### config.mk
export PLATFORM = sky130hd
export DESIGN_NAME = hoplite_net_interface
export DESIGN_NICKNAME = d
export VERILOG_FILES = /design/src/rtl/hoplite_ni_pkg.sv /design/src/rtl/sync_fifo_fwft.sv /design/src/rtl/hoplite_net_interface.sv
export SDC_FILE = /design/constraint.sdc
export NUM_CORES = 1
export LEC_CHECK = 0
export BUFFER_PORTS_ARGS = -buffer_cell sky130_fd_sc_hd__buf_2
export CELL_PAD_IN_SITES_DETAIL_PLACEMENT = 0
export CELL_PAD_IN_SITES_GLOBAL_PLACEMENT = 1
export CORE_UTILIZATION = 50
export CTS_BUF_LIST = sky130_fd_sc_hd__clkbuf_8
export DETAILED_ROUTE_END_ITERATION = 8
export MAX_ROUTING_LAYER = met4
export PLACE_DENSITY_LB_ADDON = 0.1
export SYNTH_ARGS = -nofsm -noshare
export SYNTH_HDL_FRONTEND = slang
export SYNTH_SLANG_ARGS = --single-unit
### constraint.sdc
create_clock -name clk -period 9.1 [get_ports clk]
set_input_delay 0.455 -clock clk [delete_from_list [all_inputs] [get_ports clk]]
set_output_delay 0.455 -clock clk [all_outputs]
set_load 0.01 [all_outputs]
### src/rtl/hoplite_ni_pkg.sv
// Shared definitions for the Hoplite network interface: register map,
// STATUS bit positions and packet field layout helpers.
package hoplite_ni_pkg;

    // Write offsets (byte offset within the 0x80 window)
    localparam logic [6:0] OFF_TX_X      = 7'h00;
    localparam logic [6:0] OFF_TX_Y      = 7'h04;
    localparam logic [6:0] OFF_TX_MCAST  = 7'h08;
    localparam logic [6:0] OFF_TX_DONE   = 7'h0C;
    localparam logic [6:0] OFF_TX_RESULT = 7'h10;
    localparam logic [6:0] OFF_TX_TYPE   = 7'h14;
    localparam logic [6:0] OFF_TX_MX     = 7'h18;
    localparam logic [6:0] OFF_TX_MY     = 7'h1C;
    localparam logic [6:0] OFF_TX_ELEM   = 7'h20;
    localparam logic [6:0] OFF_TX_COMMIT = 7'h24;
    localparam logic [6:0] OFF_RX_POP    = 7'h28;
    localparam logic [6:0] OFF_CLEAR     = 7'h2C;

    // Read offsets
    localparam logic [6:0] OFF_STATUS    = 7'h40;
    localparam logic [6:0] OFF_RX_X      = 7'h44;
    localparam logic [6:0] OFF_RX_Y      = 7'h48;
    localparam logic [6:0] OFF_RX_MCAST  = 7'h4C;
    localparam logic [6:0] OFF_RX_DONE   = 7'h50;
    localparam logic [6:0] OFF_RX_RESULT = 7'h54;
    localparam logic [6:0] OFF_RX_TYPE   = 7'h58;
    localparam logic [6:0] OFF_RX_MX     = 7'h5C;
    localparam logic [6:0] OFF_RX_MY     = 7'h60;
    localparam logic [6:0] OFF_RX_ELEM   = 7'h64;
    localparam logic [6:0] OFF_TX_SENT   = 7'h68;
    localparam logic [6:0] OFF_RX_RECV   = 7'h6C;
    localparam logic [6:0] OFF_TX_DROPS  = 7'h70;

    localparam logic [31:0] WINDOW_BYTES = 32'h80;

    // STATUS bit positions
    localparam int unsigned ST_TX_NOT_FULL   = 0;
    localparam int unsigned ST_RX_NOT_EMPTY  = 1;
    localparam int unsigned ST_TX_OVERFLOW   = 2;
    localparam int unsigned ST_RX_UNDERFLOW  = 3;
    localparam int unsigned ST_TX_COUNT_LSB  = 8;
    localparam int unsigned ST_RX_COUNT_LSB  = 16;

    // Packet field indices, MSB first
    localparam int unsigned FLD_X      = 0;
    localparam int unsigned FLD_Y      = 1;
    localparam int unsigned FLD_MCAST  = 2;
    localparam int unsigned FLD_DONE   = 3;
    localparam int unsigned FLD_RESULT = 4;
    localparam int unsigned FLD_TYPE   = 5;
    localparam int unsigned FLD_MX     = 6;
    localparam int unsigned FLD_MY     = 7;
    localparam int unsigned FLD_ELEM   = 8;

    function automatic int unsigned pkt_bits(int unsigned cb, int unsigned mg, int unsigned mt,
                                             int unsigned mc, int unsigned me);
        return 2 * cb + mg + 2 + mt + 2 * mc + me;
    endfunction

    function automatic int unsigned field_width(int unsigned fld, int unsigned cb,
                                                int unsigned mg, int unsigned mt,
                                                int unsigned mc, int unsigned me);
        case (fld)
            FLD_X, FLD_Y:        return cb;
            FLD_MCAST:           return mg;
            FLD_DONE, FLD_RESULT: return 1;
            FLD_TYPE:            return mt;
            FLD_MX, FLD_MY:      return mc;
            default:             return me;
        endcase
    endfunction

    // LSB of a field = total width of all fields packed below it
    function automatic int unsigned field_lsb(int unsigned fld, int unsigned cb, int unsigned mg,
                                              int unsigned mt, int unsigned mc, int unsigned me);
        int unsigned lsb;
        lsb = 0;
        for (int unsigned f = FLD_ELEM; f > fld; f--) begin
            lsb += field_width(f, cb, mg, mt, mc, me);
        end
        return lsb;
    endfunction

endpackage

### src/rtl/sync_fifo_fwft.sv
// Synchronous first-word-fall-through FIFO. Push is refused when full and pop
// is ignored when empty; fullness is judged on the count at the start of cycle.
module sync_fifo_fwft #(
    parameter int unsigned WIDTH = 8,
    parameter int unsigned DEPTH = 4,
    localparam int unsigned AW = $clog2(DEPTH),
    localparam int unsigned CW = $clog2(DEPTH + 1)
) (
    input  logic             clk,
    input  logic             reset_n,
    input  logic             push,
    input  logic [WIDTH-1:0] push_data,
    input  logic             pop,
    output logic [WIDTH-1:0] pop_data,
    output logic             full,
    output logic             empty,
    output logic [CW-1:0]    count
);

    logic [WIDTH-1:0] mem [DEPTH];
    logic [AW-1:0]    wr_ptr_q;
    logic [AW-1:0]    rd_ptr_q;
    logic [CW-1:0]    count_q;
    logic             do_push;
    logic             do_pop;

    assign full     = (count_q == CW'(DEPTH));
    assign empty    = (count_q == '0);
    assign count    = count_q;
    assign do_push  = push && !full;
    assign do_pop   = pop && !empty;
    assign pop_data = mem[rd_ptr_q];

    // Pointer and occupancy update
    always_ff @(posedge clk) begin
        if (!reset_n) begin
            wr_ptr_q <= '0;
            rd_ptr_q <= '0;
            count_q  <= '0;
        end else begin
            if (do_push) wr_ptr_q <= wr_ptr_q + AW'(1);
            if (do_pop)  rd_ptr_q <= rd_ptr_q + AW'(1);
            count_q <= count_q + CW'(do_push) - CW'(do_pop);
        end
    end

    // Storage write; contents need no reset since count gates visibility
    always_ff @(posedge clk) begin
        if (do_push) mem[wr_ptr_q] <= push_data;
    end

endmodule

### src/rtl/hoplite_net_interface.sv
// Memory-mapped network interface between a PicoRV32 look-ahead bus and a
// Hoplite router port, with staging registers and TX/RX packet FIFOs.
// Optional traffic counters are compiled in with NI_STATS_EN.
module hoplite_net_interface
    import hoplite_ni_pkg::*;
#(
    parameter logic [31:0] BASE_ADDR            = 32'h4000_0000,
    parameter int unsigned TX_DEPTH             = 4,
    parameter int unsigned RX_DEPTH             = 4,
    parameter int unsigned COORD_BITS           = 1,
    parameter int unsigned MULTICAST_GROUP_BITS = 1,
    parameter int unsigned MATRIX_TYPE_BITS     = 1,
    parameter int unsigned MATRIX_COORD_BITS    = 8,
    parameter int unsigned MATRIX_ELEMENT_BITS  = 32,
    localparam int unsigned PKT_BITS = pkt_bits(COORD_BITS, MULTICAST_GROUP_BITS,
        MATRIX_TYPE_BITS, MATRIX_COORD_BITS, MATRIX_ELEMENT_BITS)
) (
    input  logic                clk,
    input  logic                reset_n,
    input  logic                wr_en,
    input  logic [31:0]         wr_addr,
    input  logic [31:0]         wr_data,
    input  logic                rd_en,
    input  logic [31:0]         rd_addr,
    output logic [31:0]         rd_data,
    output logic                rd_hit,
    output logic [PKT_BITS-1:0] tx_packet,
    output logic                tx_valid,
    input  logic                tx_ready,
    input  logic [PKT_BITS-1:0] rx_packet,
    input  logic                rx_valid,
    output logic                rx_ready
);

    localparam int unsigned CB = COORD_BITS;
    localparam int unsigned MG = MULTICAST_GROUP_BITS;
    localparam int unsigned MT = MATRIX_TYPE_BITS;
    localparam int unsigned MC = MATRIX_COORD_BITS;
    localparam int unsigned ME = MATRIX_ELEMENT_BITS;
    localparam int unsigned X_LSB      = field_lsb(FLD_X, CB, MG, MT, MC, ME);
    localparam int unsigned Y_LSB      = field_lsb(FLD_Y, CB, MG, MT, MC, ME);
    localparam int unsigned MCAST_LSB  = field_lsb(FLD_MCAST, CB, MG, MT, MC, ME);
    localparam int unsigned DONE_LSB   = field_lsb(FLD_DONE, CB, MG, MT, MC, ME);
    localparam int unsigned RESULT_LSB = field_lsb(FLD_RESULT, CB, MG, MT, MC, ME);
    localparam int unsigned TYPE_LSB   = field_lsb(FLD_TYPE, CB, MG, MT, MC, ME);
    localparam int unsigned MX_LSB     = field_lsb(FLD_MX, CB, MG, MT, MC, ME);
    localparam int unsigned MY_LSB     = field_lsb(FLD_MY, CB, MG, MT, MC, ME);
    localparam int unsigned ELEM_LSB   = field_lsb(FLD_ELEM, CB, MG, MT, MC, ME);
    localparam int unsigned TX_CW = $clog2(TX_DEPTH + 1);
    localparam int unsigned RX_CW = $clog2(RX_DEPTH + 1);

    logic [31:0] wr_off, rd_off;
    logic [6:0]  wr_idx, rd_idx;
    logic        wr_sel, rd_sel;
    logic        tx_push, rx_pop_req, clear_req;
    logic        tx_full, tx_empty, rx_full, rx_empty;
    logic [TX_CW-1:0] tx_count;
    logic [RX_CW-1:0] rx_count;
    logic [PKT_BITS-1:0] tx_stage, rx_head;
    logic        tx_overflow_q, rx_underflow_q;
    logic [31:0] status_word, rd_word;

    logic [CB-1:0] st_x_q, st_y_q;
    logic [MG-1:0] st_mcast_q;
    logic          st_done_q, st_result_q;
    logic [MT-1:0] st_type_q;
    logic [MC-1:0] st_mx_q, st_my_q;
    logic [ME-1:0] st_elem_q;

    // Out-of-window addresses wrap to large offsets, so one compare decodes the window
    assign wr_off     = wr_addr - BASE_ADDR;
    assign rd_off     = rd_addr - BASE_ADDR;
    assign wr_idx     = wr_off[6:0];
    assign rd_idx     = rd_off[6:0];
    assign wr_sel     = wr_en && (wr_off < WINDOW_BYTES);
    assign rd_sel     = rd_en && (rd_off < WINDOW_BYTES);
    assign tx_push    = wr_sel && (wr_idx == OFF_TX_COMMIT);
    assign rx_pop_req = wr_sel && (wr_idx == OFF_RX_POP);
    assign clear_req  = wr_sel && (wr_idx == OFF_CLEAR) && wr_data[0];

    // Commit captures the current staging registers, i.e. pre-write values
    assign tx_stage = {st_x_q, st_y_q, st_mcast_q, st_done_q, st_result_q, st_type_q,
                       st_mx_q, st_my_q, st_elem_q};
    assign tx_valid = !tx_empty;
    assign rx_ready = !rx_full;

    // Staging register writes
    always_ff @(posedge clk) begin
        if (!reset_n) begin
            st_x_q <= '0; st_y_q <= '0; st_mcast_q <= '0; st_done_q <= 1'b0;
            st_result_q <= 1'b0; st_type_q <= '0; st_mx_q <= '0; st_my_q <= '0;
            st_elem_q <= '0;
        end else if (wr_sel) begin
            case (wr_idx)
                OFF_TX_X:      st_x_q      <= wr_data[CB-1:0];
                OFF_TX_Y:      st_y_q      <= wr_data[CB-1:0];
                OFF_TX_MCAST:  st_mcast_q  <= wr_data[MG-1:0];
                OFF_TX_DONE:   st_done_q   <= wr_data[0];
                OFF_TX_RESULT: st_result_q <= wr_data[0];
                OFF_TX_TYPE:   st_type_q   <= wr_data[MT-1:0];
                OFF_TX_MX:     st_mx_q     <= wr_data[MC-1:0];
                OFF_TX_MY:     st_my_q     <= wr_data[MC-1:0];
                OFF_TX_ELEM:   st_elem_q   <= wr_data[ME-1:0];
                default: ;
            endcase
        end
    end

    sync_fifo_fwft #(.WIDTH(PKT_BITS), .DEPTH(TX_DEPTH)) u_tx_fifo (
        .clk       (clk),
        .reset_n   (reset_n),
        .push      (tx_push),
        .push_data (tx_stage),
        .pop       (tx_ready),
        .pop_data  (tx_packet),
        .full      (tx_full),
        .empty     (tx_empty),
        .count     (tx_count)
    );

    sync_fifo_fwft #(.WIDTH(PKT_BITS), .DEPTH(RX_DEPTH)) u_rx_fifo (
        .clk       (clk),
        .reset_n   (reset_n),
        .push      (rx_valid),
        .push_data (rx_packet),
        .pop       (rx_pop_req),
        .pop_data  (rx_head),
        .full      (rx_full),
        .empty     (rx_empty),
        .count     (rx_count)
    );

    // Sticky error flags; CLEAR and error events are both bus writes, never coincident
    always_ff @(posedge clk) begin
        if (!reset_n) begin
            tx_overflow_q  <= 1'b0;
            rx_underflow_q <= 1'b0;
        end else if (clear_req) begin
            tx_overflow_q  <= 1'b0;
            rx_underflow_q <= 1'b0;
        end else begin
            if (tx_push && tx_full)     tx_overflow_q  <= 1'b1;
            if (rx_pop_req && rx_empty) rx_underflow_q <= 1'b1;
        end
    end

`ifdef NI_STATS_EN
    logic [31:0] tx_sent_q, rx_recv_q, tx_drops_q;

    // Traffic counters; CLEAR wins over a same-cycle increment
    always_ff @(posedge clk) begin
        if (!reset_n || clear_req) begin
            tx_sent_q  <= '0;
            rx_recv_q  <= '0;
            tx_drops_q <= '0;
        end else begin
            if (tx_ready && !tx_empty) tx_sent_q  <= tx_sent_q + 32'd1;
            if (rx_valid && !rx_full)  rx_recv_q  <= rx_recv_q + 32'd1;
            if (tx_push && tx_full)    tx_drops_q <= tx_drops_q + 32'd1;
        end
    end
`endif

    // STATUS word assembly
    always_comb begin
        status_word = '0;
        status_word[ST_TX_NOT_FULL]  = !tx_full;
        status_word[ST_RX_NOT_EMPTY] = !rx_empty;
        status_word[ST_TX_OVERFLOW]  = tx_overflow_q;
        status_word[ST_RX_UNDERFLOW] = rx_underflow_q;
        status_word[ST_TX_COUNT_LSB +: 8] = 8'(tx_count);
        status_word[ST_RX_COUNT_LSB +: 8] = 8'(rx_count);
    end

    // Read decode; RX head fields read 0 while the RX FIFO is empty
    always_comb begin
        rd_word = '0;
        case (rd_idx)
            OFF_STATUS:    rd_word = status_word;
            OFF_RX_X:      rd_word = 32'(rx_head[X_LSB +: CB]);
            OFF_RX_Y:      rd_word = 32'(rx_head[Y_LSB +: CB]);
            OFF_RX_MCAST:  rd_word = 32'(rx_head[MCAST_LSB +: MG]);
            OFF_RX_DONE:   rd_word = 32'(rx_head[DONE_LSB]);
            OFF_RX_RESULT: rd_word = 32'(rx_head[RESULT_LSB]);
            OFF_RX_TYPE:   rd_word = 32'(rx_head[TYPE_LSB +: MT]);
            OFF_RX_MX:     rd_word = 32'(rx_head[MX_LSB +: MC]);
            OFF_RX_MY:     rd_word = 32'(rx_head[MY_LSB +: MC]);
            OFF_RX_ELEM:   rd_word = 32'(rx_head[ELEM_LSB +: ME]);
`ifdef NI_STATS_EN
            OFF_TX_SENT:   rd_word = tx_sent_q;
            OFF_RX_RECV:   rd_word = rx_recv_q;
            OFF_TX_DROPS:  rd_word = tx_drops_q;
`endif
            default:       rd_word = '0;
        endcase
        if (rx_empty && rd_idx >= OFF_RX_X && rd_idx <= OFF_RX_ELEM) rd_word = '0;
    end

    // Registered read port
    always_ff @(posedge clk) begin
        if (!reset_n) begin
            rd_data <= '0;
            rd_hit  <= 1'b0;
        end else begin
            rd_hit  <= rd_sel;
            rd_data <= rd_sel ? rd_word : '0;
        end
    end

endmodule

---- Yosys cells after proc, flatten, opt, wreduce, memory -nomap -nowiden ----
Memories as Yosys holds them, arrays and structs flattened. A register that Yosys moved wholly into a read port is not among the register bits.
Index checks and enable logic that the tools add are counted.
word-level totals
  register bits after elaboration ......... 103
  bits in writable memories ............... 432
  bits of input ports ..................... 156
  output and inout bits ................... 89
  word-level logic and storage cells ...... 101
  memories ................................ 2
memory list
  memory         depth  width  read ports  clocked after Yosys merged registers in  wr ports  RTL line              RTL
  u_rx_fifo.mem  4      54     1           1                                        1         sync_fifo_fwft.sv:20  logic [WIDTH-1:0] mem [DEPTH];
  u_tx_fifo.mem  4      54     1           1                                        1         sync_fifo_fwft.sv:20
cells by class
  add/subtract/negate cells ............... 10
  order comparisons ....................... 4
  equality and inequality tests ........... 23
  multiplexer cells ....................... 9
  bitwise logic cells ..................... 2
  reduce and logical (&&, ||, !) cells .... 32
operators by type and width
  kind                                                          number
  case mux 32 bit (10 select lines)                             1
  == test 7 bit (second input constant)                         10
  less-than comparator 32 x 8 -> 1 bit (second input constant)  2
  subtractor 32 x 31 -> 32 bit (second input constant)          2
  == test 7 x 5 -> 1 bit (second input constant)                4
  == test 7 x 6 -> 1 bit (second input constant)                4
  AND reduction 2 bit                                           9
  == test 7 x 4 -> 1 bit (second input constant)                2
  logical AND 1 bit                                             14
  adder 2 x 1 -> 2 bit (second input constant)                  4
  2-to-1 mux 2 bit                                              4
  == test 7 x 3 -> 1 bit (second input constant)                1
  greater-or-equal comparator 7 bit (second input constant)     1
  <= comparator 7 bit (second input constant)                   1
  zero test 7 bit                                               1
  adder 3 x 1 -> 3 bit                                          2
  == test 3 bit (second input constant)                         2
  zero test 3 bit                                               2
  subtractor 3 x 1 -> 3 bit                                     2
  zero test 1 bit                                               4
  2-to-1 mux 1 bit                                              4
  OR reduction 3 bit                                            1
  NOT 1 bit                                                     2
  OR reduction 2 bit                                            1

---- Logic depth before layout (Yosys ltp) ----
Gate-level depths: netlist of the first run.
  depth after elaboration ................. 7
  gate-level depth with buffers ........... 13
  mapped depth without buffers ............ 12

---- Hierarchy ----
From an unflattened synthesis of the first run, not the netlist that was laid out.
unflattened totals
  cell total of the unflattened synthesis .. 1,051
  area total of the unflattened synthesis .. 20,628.5 um2
by module, submodules not included
  module                 times used  cells each  area each (um2)
  sync_fifo_fwft         2           333         8,344.3
  hoplite_net_interface  1           385         3,940.0

---- Worst setup path after synthesis of the first run ----
OpenSTA, ideal clock, no wires.
  path type ............................... input to register
  start point ............................. input wr_addr[19]
  end point ............................... memory u_tx_fifo.mem[0][0] (netlist name) (enable)
  library setup time ...................... 0.417 ns
  data arrival time ....................... 2.853 ns
  data required time ...................... 8.683 ns
  path slack .............................. 5.830 ns
  stages on the path ...................... 5
  buffers on the path ..................... 1
  cells stage by stage .................... nor4_1 nand3_1 buf_4 nor4_4 and2_1
between the ends
  word-level cells in the longest chain between the ends .. 7
RTL lines
  element                                 RTL line                     RTL
  from (decl)                             hoplite_net_interface.sv:21  input logic [31:0] wr_addr,
  subtractor 32 x 31 -> 32 bit            hoplite_net_interface.sv:71  assign wr_off = wr_addr - BASE_ADDR;
  less-than comparator 32 x 8 -> 1 bit    hoplite_net_interface.sv:75  assign wr_sel = wr_en && (wr_off < WINDOW_BYTES);
  logical AND 1 bit                       hoplite_net_interface.sv:75
  logical AND 1 bit                       hoplite_net_interface.sv:77  assign tx_push = wr_sel && (wr_idx == OFF_TX_COMMIT);
  logical AND 1 bit                       sync_fifo_fwft.sv:30         assign do_push = push && !full;
  named net u_tx_fifo.do_push             sync_fifo_fwft.sv:24         logic do_push;
  2-to-1 mux 1 bit                        sync_fifo_fwft.sv:49         if (do_push) mem[wr_ptr_q] <= push_data;
  2-to-1 mux 1 bit (not written as such)  sync_fifo_fwft.sv:49
  to (decl)                               sync_fifo_fwft.sv:20
The timed path passes the listed nets, and every way through them passes these cells.

==> flow_metrics.py, run 1 <==
metrics = {
    "final_layout": {
        "final_cell_area_sq_um": 23400,
        "instances_no_fill": 1917,
        "drive_gt1_share_pct": 35.6,
        "syn2layout_area_growth_pct": 17.1,
        "num-nets-final": 1494,
    },
    "worst_hold_path": {
        "min_path_cells": 1,
        "whs_endpoint": "u_rx_fifo.mem[2][47]",
        "hp-start": "rx_packet[47]",
        "holdCritPathClass": "primary input to flop",
    },
    "floorplanning": {
        "chipWidth_um": 202,
        "start_util_pct": 51.3,
        "die_area_sq_um": 40800,
        "die_h_um": 202,
        "rows": 72,
        "coreArea_sq_um": 39000,
        "io_pins": 245,
    },
    "critical_path": {
        "crit_fanout": 41,
        "rrSetupSlack_ns": 6.56,
        "cp_data_required_time_ns": 8.65,
        "critPathCaptureType": "primary output",
        "r2r_start": "u_tx_fifo.count[1]",
        "arrival_ns": 2.72,
        "reg2reg_to": "u_tx_fifo.mem[1][4]",
        "worstSetupStartpointType": "flop",
        "crit_type": "flop to primary output",
        "reg2reg_depth": 5,
    },
    "sta": {
        "slew_violations": 0,
        "setup_viol": 0,
        "tightest_slew_ns": 0.916,
        "hold_viol_final": 0,
        "relSlewSlack_pct": 38.4,
        "finalClockSkew_ns": 0.0251,
        "finalCritPeriodShare_pct": 34.9,
        "tns_ns": 0,
        "layout_setup_ws_ns": 5.92,
        "rsz0062_at_grt": "false",
        "min_period_ns": 3.18,
        "fmax_mhz": 315,
    },
    "clocking": {
        "htreeDepth": 3,
        "cts_buffers": 84,
        "cts.clk_slew.worst_paths_ns": 0.06,
        "clk_path_buf_depth": 3,
        "cts_tree": "built",
        "cts_root_buf": "clkbuf_8",
        "clkLatencyLatePin_ns": 0.63,
        "cts_num_sinks": 539,
    },
    "power": {
        "power_density_nw_per_um2": 217,
        "p_leak_nw": 7.39,
        "power_mw": 5.09,
        "irDropWorstVdd_mv": 0.117,
    },
    "synth": {
        "yosysTopAreaCell": "edfxtp_1",
        "synth_flop_cell": "edfxtp_1",
        "synth_area_per_cell_sq_um": 19.7,
        "yosys-top-cells-count": "edfxtp_1, mux4_2, dfxtp_1",
        "synth_top_area_share_pct": 64.9,
        "yosysWarnings": 0,
        "synth_edf_count": 432,
        "synth-xor-area-share_pct": 0.394,
        "synthSimpleGateAreaFrac_pct": 5.37,
        "synth-compound-area-share_pct": 1.10,
        "async_flop_share_pct": 0,
        "syn-num-nets": 1186,
        "synth_most_common_cell": "edfxtp_1",
        "synthAdderAreaFrac_pct": 0.951,
        "synth_top_family_by_area": "multiplexers",
        "synthTopCellsByArea": "edfxtp_1, mux4_2, dfxtp_1",
        "netlist_area_sq_um": 20000,
        "yosysSeqAreaShare_pct": 75.6,
        "synth_cell_types": 48,
        "synthMuxAreaShare_pct": 15.3,
        "ys_ff_latch": 539,
        "synthCells": 1016,
    },
    "run_status": {
        "status": "completed",
    },
    "routing": {
        "avgRoutedWirePerCell_um": 20.4,
        "wirelength_mm": 39.0,
        "drcViolationCount": 0,
        "drtIter0Drc": 522,
        "drt-pass1-iter-count": 5,
        "avgViaCountPerCell": 5.27,
        "ant_nets": 0,
        "vias": 10094,
    },
    "place": {
        "gp_congestion": 0.750,
        "placedCellCount": 1749,
        "dp_slack_ns": 5.38,
        "dp_hpwl_mm": 22.8,
        "port_buffers": 244,
        "placed_cell_area_sq_um": 21800,
    },
    "global_routing": {
        "grt_max_degree": 66,
        "grt_pass1_vias": 10585,
        "grt_pass1_wl_mm": 59.5,
        "antenna_found_initial": 6,
        "overflow": 0,
        "grt_usage_pct": 20.1,
    },
    "run": {
        "drv_cap": 0,
    },
}
[how the worst max path moves through the flow]
stage,to,cells after the start,slack [ns],startpoint
finish,tx_packet[48],3,5.92,flop
global route,tx_packet[48],3,5.67,flop
CTS,tx_packet[48],3,5.75,flop
detailed placement,u_rx_fifo.count[2],13,5.38,wr_addr[12]
global placement,u_rx_fifo.count[2],13,5.49,wr_addr[12]
floorplan,u_tx_fifo.mem[0][0],5,5.83,wr_addr[19]
[report_power, final]
part	total, mW	switching, mW	internal [mW]
logic	0.427	0.234	0.194
clock network	1.83	0.890	0.942
registers	2.83	0.0568	2.77
total	5.09	1.18	3.91
[through the flow]
step                      hold WS [ns]  util (%)
after floorplan                  0.459         -
after global placement           0.479      55.9
after detailed placement         0.479      55.9
after CTS                    0.0000315      60.0
after global routing           0.00834      60.0
final                           0.0427      60.0
[registers in the layout, summed over array words and instances (netlist names), 2 cells and up, named ones only]
| name | count |
|---|---|
| u_rx_fifo.mem | 216 |
| u_tx_fifo.mem | 216 |
| rd_data | 32 |
| st_elem_q | 32 |
| st_mx_q | 8 |
| st_my_q | 8 |
| u_rx_fifo.count | 3 |
| u_tx_fifo.count | 3 |
| u_rx_fifo.rd_ptr_q | 2 |
| u_rx_fifo.wr_ptr_q | 2 |
| u_tx_fifo.rd_ptr_q | 2 |
| u_tx_fifo.wr_ptr_q | 2 |
[worst max-delay path: stages (launching register included)]
cell and delay (ns):
dfxtp_4 0.52, buf_4 0.72, mux4_2 0.65, buf_2 0.17
[cell families after synthesis]
| family | count (synthesis) |
|---|---|
| flip-flops | 539 |
| adder cells (fa/ha/maj) | 14 |
| buffers and inverters | 61 |
| XOR/XNOR | 9 |
| AND/OR/NAND/NOR | 190 |
| AO/OA/AOI/OAI | 32 |
| multiplexers | 171 |
[timing repair]
item,CTS,global route
gates resized for setup,0,0
buffers inserted,0,0
hold buffers,7,0
setup endpoints to repair,0,0
endpoints found under the hold margin,20,0
[area by class of cell]
type / count / area [sq um]
Fill cell: 2982 / 15600
Sequential cell: 539 / 15100
Multi-Input combinational cell: 416 / 4640
Timing Repair Buffer: 265 / 1400
Clock buffer: 90 / 1240
Tap cell: 518 / 648
Clock inverter: 64 / 294
Inverter: 18 / 67.6
Antenna cell: 7 / 17.5
[metal layers]
| layer | routed length (um) | vias to the layer above | GRT usage [%] |
|---|---|---|---|
| met2 | 20000 | 268 | 33.7 |
| met1 | 16200 | 5098 | 24.0 |
| li1 | - | 4682 | - |
| met3 | 2360 | 46 | 5.01 |
| met4 | 498 | 0 | 6.44 |
| met5 | 0 | - | - |
[cells in the final DEF, fill, tap and decap left out, types with 6 or more instances in the layout]
cell / n
clkbuf_8: 90
dfxtp_1: 103
ha_1: 12
clkinv_2: 8
nor4_4: 6
a21oi_1: 9
clkinv_1: 20
nand2_1: 9
mux2i_1: 62
nand3_1: 9
inv_1: 48
buf_2: 244
nor4_1: 13
nor2b_1: 25
dlygate4sd3_1: 7
buf_4: 14
nor2_1: 87
xnor2_1: 6
a22oi_1: 10
mux4_2: 108
diode_2: 7
edfxtp_1: 432
Power figures use the tool's default switching activity.
==> run 2: changes to the inputs <==
Clock period 9.1 ns to 3.1 ns, I/O delays scaled along.
==> run 2 against run 1 <==
Effect of this change:
- core utilization increased by 3.4 points
- cell area grew 5.6%
- largest power group unchanged
- sequential share of layout area fell by 3.4 points
- first-iteration DRC count is 13% lower
- die area is the same
- critical path type is now primary input to flop
- worst setup slack lost 5.7 ns
==> flow_metrics.py, run 2 (same netlist as run 1, synthesis figures left out) <==
metrics = {
    "run_status": {
        "status": "completed",
    },
    "run": {
        "drv_cap": 0,
    },
    "clocking": {
        "cts.clk_slew.worst_paths_ns": 0.06,
        "cts_root_buf": "clkbuf_8",
        "htreeDepth": 3,
        "clk_path_buf_depth": 3,
        "cts_num_sinks": 539,
        "cts_buffers": 85,
        "clkLatencyLatePin_ns": 0.61,
        "cts_tree": "built",
        "cts_resized": 0,
    },
    "global_routing": {
        "grt_pass1_vias": 11389,
        "grt_pass1_wl_mm": 62.8,
        "antenna_found_initial": 3,
        "grt_usage_pct": 21.2,
        "grt_max_degree": 55,
        "overflow": 0,
    },
    "power": {
        "comb_power_share_pct": 9.0,
        "internal_power_mw": 11.9,
        "swShare_pct": 22.5,
        "p_leak_nw": 7.97,
        "power_density_nw_per_um2": 622,
        "power.switching_mw": 3.46,
        "p_clk_share_pct": 36.8,
        "power_mw": 15.4,
        "seqPwrFrac_pct": 54.2,
        "irDropWorstVdd_mv": 0.423,
    },
    "sta": {
        "fmax_mhz": 342,
        "finalClockSkew_ns": 0.0158,
        "relSlewSlack_pct": 42.0,
        "min_period_ns": 2.92,
        "hold_viol_final": 0,
        "tightest_slew_ns": 0.868,
        "slew_violations": 0,
        "rsz0062_at_grt": "false",
        "tns_ns": 0,
        "hold_slack_ns": 0.0607,
        "setup_viol": 0,
        "finalCritPeriodShare_pct": 94.3,
    },
    "critical_path": {
        "worstSetupStartpointType": "primary input",
        "cp_slowest_stage_delay_ns": 0.59,
        "crit_type": "primary input to flop",
        "crit_fanout": 18,
        "crit_buf_inv": 4,
        "cp_data_required_time_ns": 3.61,
        "arrival_ns": 3.44,
        "crit_top_cell": "dlygate4sd3_1",
        "slowest_stage": "dlygate4sd3_1",
        "crit_start": "rd_addr[16]",
        "cp_cell_sequence": "dlygate4sd3_1 -> buf_2 -> nor4_1 -> dlygate4sd3_1 -> nand3_1 -> dlygate4sd3_1 -> nor2_1 -> nand3_2 -> nor2b_1",
        "critical_path.top_delay_family": "buffers and inverters",
        "critPathCaptureType": "flop",
    },
    "final_layout": {
        "layout_common_cells": "edfxtp_1, buf_2, mux4_2",
        "num-nets-final": 1605,
        "drive_gt1_share_pct": 34.1,
        "syn2layout_area_growth_pct": 23.6,
        "layout_commonest_cell": "edfxtp_1",
        "top_regs": "u_rx_fifo.mem x216, u_tx_fifo.mem x216",
        "final_cell_area_sq_um": 24700,
    },
    "place": {
        "placed_cell_area_sq_um": 22100,
        "dp_hpwl_mm": 24.8,
        "gp_congestion": 0.776,
        "port_buffers": 244,
    },
    "routing": {
        "wirelength_mm": 40.8,
        "vias": 10578,
        "avgRoutedWirePerCell_um": 20.2,
        "drcViolationCount": 0,
        "drt-pass1-iter-count": 4,
        "drtIter0Drc": 453,
        "ant_nets": 0,
        "avgViaCountPerCell": 5.24,
    },
    "floorplanning": {
        "die_h_um": 202,
        "die_area_sq_um": 40800,
        "start_util_pct": 51.3,
        "chipWidth_um": 202,
        "rows": 72,
        "coreArea_sq_um": 39000,
        "io_pins": 245,
    },
    "worst_hold_path": {
        "holdCritPathClass": "primary input to flop",
        "hp-start": "wr_addr[0]",
    },
}
run 2: cell types whose count changed in the layout (fill, tap and decap cells not counted), sizes merged:
cell | before | now
buf | 258 | 276
bufinv | 1 | 4
clkbuf | 90 | 94
clkinv | 28 | 19
clkinvlp | 2 | 0
diode | 7 | 2
dlygate4sd3 | 7 | 99
inv | 51 | 53
run 2: what timing repair did:
item	CTS	global route
hold buffers	99	0
setup buffers	0	0
endpoints found under the hold margin	279	0
run 2: worst paths after layout:
| check | end | depth (start not counted) | slack, ns |
|---|---|---|---|
| setup / recovery | rd_data[28] | 9 | 0.18 |
| hold / removal | flop | 6 | 0.06 |
| setup reg to reg | rd_data[0] | 5 | 0.62 |
| hold reg to reg | flop | 2 | 0.49 |
run 2: per-layer routing:
layer | vias to the layer above | routed length, um | global-route usage [%]
met5 | - | 0 | -
met4 | 0 | 724 | 6.85
met3 | 58 | 1910 | 3.79
met2 | 280 | 21200 | 36.5
met1 | 5339 | 17000 | 25.2
li1 | 4901 | - | -
run 2: area by class of cell:
| type | count | area [sq um] |
|---|---|---|
| well taps | 518 | 648 |
| clock inverters | 58 | 328 |
| flip-flops and latches | 539 | 15100 |
| multi-input cells | 416 | 4640 |
| fillers | 2862 | 14300 |
| clock buffers | 94 | 1290 |
| repair buffers | 375 | 2630 |
| inverters | 18 | 67.6 |
| diodes | 2 | 5.00 |
run 2: power groups by stage:
| stage | Clock (mW) | Sequential (mW) | Combinational [mW] |
|---|---|---|---|
| 2_1_floorplan | 0 | 8.36 | 0.926 |
| 3_3_place_gp | 0 | 8.48 | 1.32 |
| 3_5_place_dp | 0 | 8.50 | 1.33 |
| 4_1_cts | 5.82 | 8.35 | 1.43 |
| 5_1_grt | 6.14 | 8.38 | 1.52 |
| 6_report | 5.66 | 8.33 | 1.39 |
run 2: stage by stage:
stage | setup WS [ns] | utilization (%) | std cells
after detailed placement | 0.335 | 56.7 | 1767
after floorplan | 0.130 | - | 1016
after global routing | 0.00495 | 63.4 | 2020
after CTS | 0.166 | 63.4 | 2018
after global placement | 0.352 | 56.7 | 1767
final | 0.177 | 63.4 | 2020
run 2: worst register-to-register path, cell delays in order (launching register included):
cell and delay (ns):
dfxtp_4 0.71, mux4_2 0.60, mux2_2 0.29, nand4_1 0.09, dlygate4sd3_1 0.54, a41oi_1 0.11
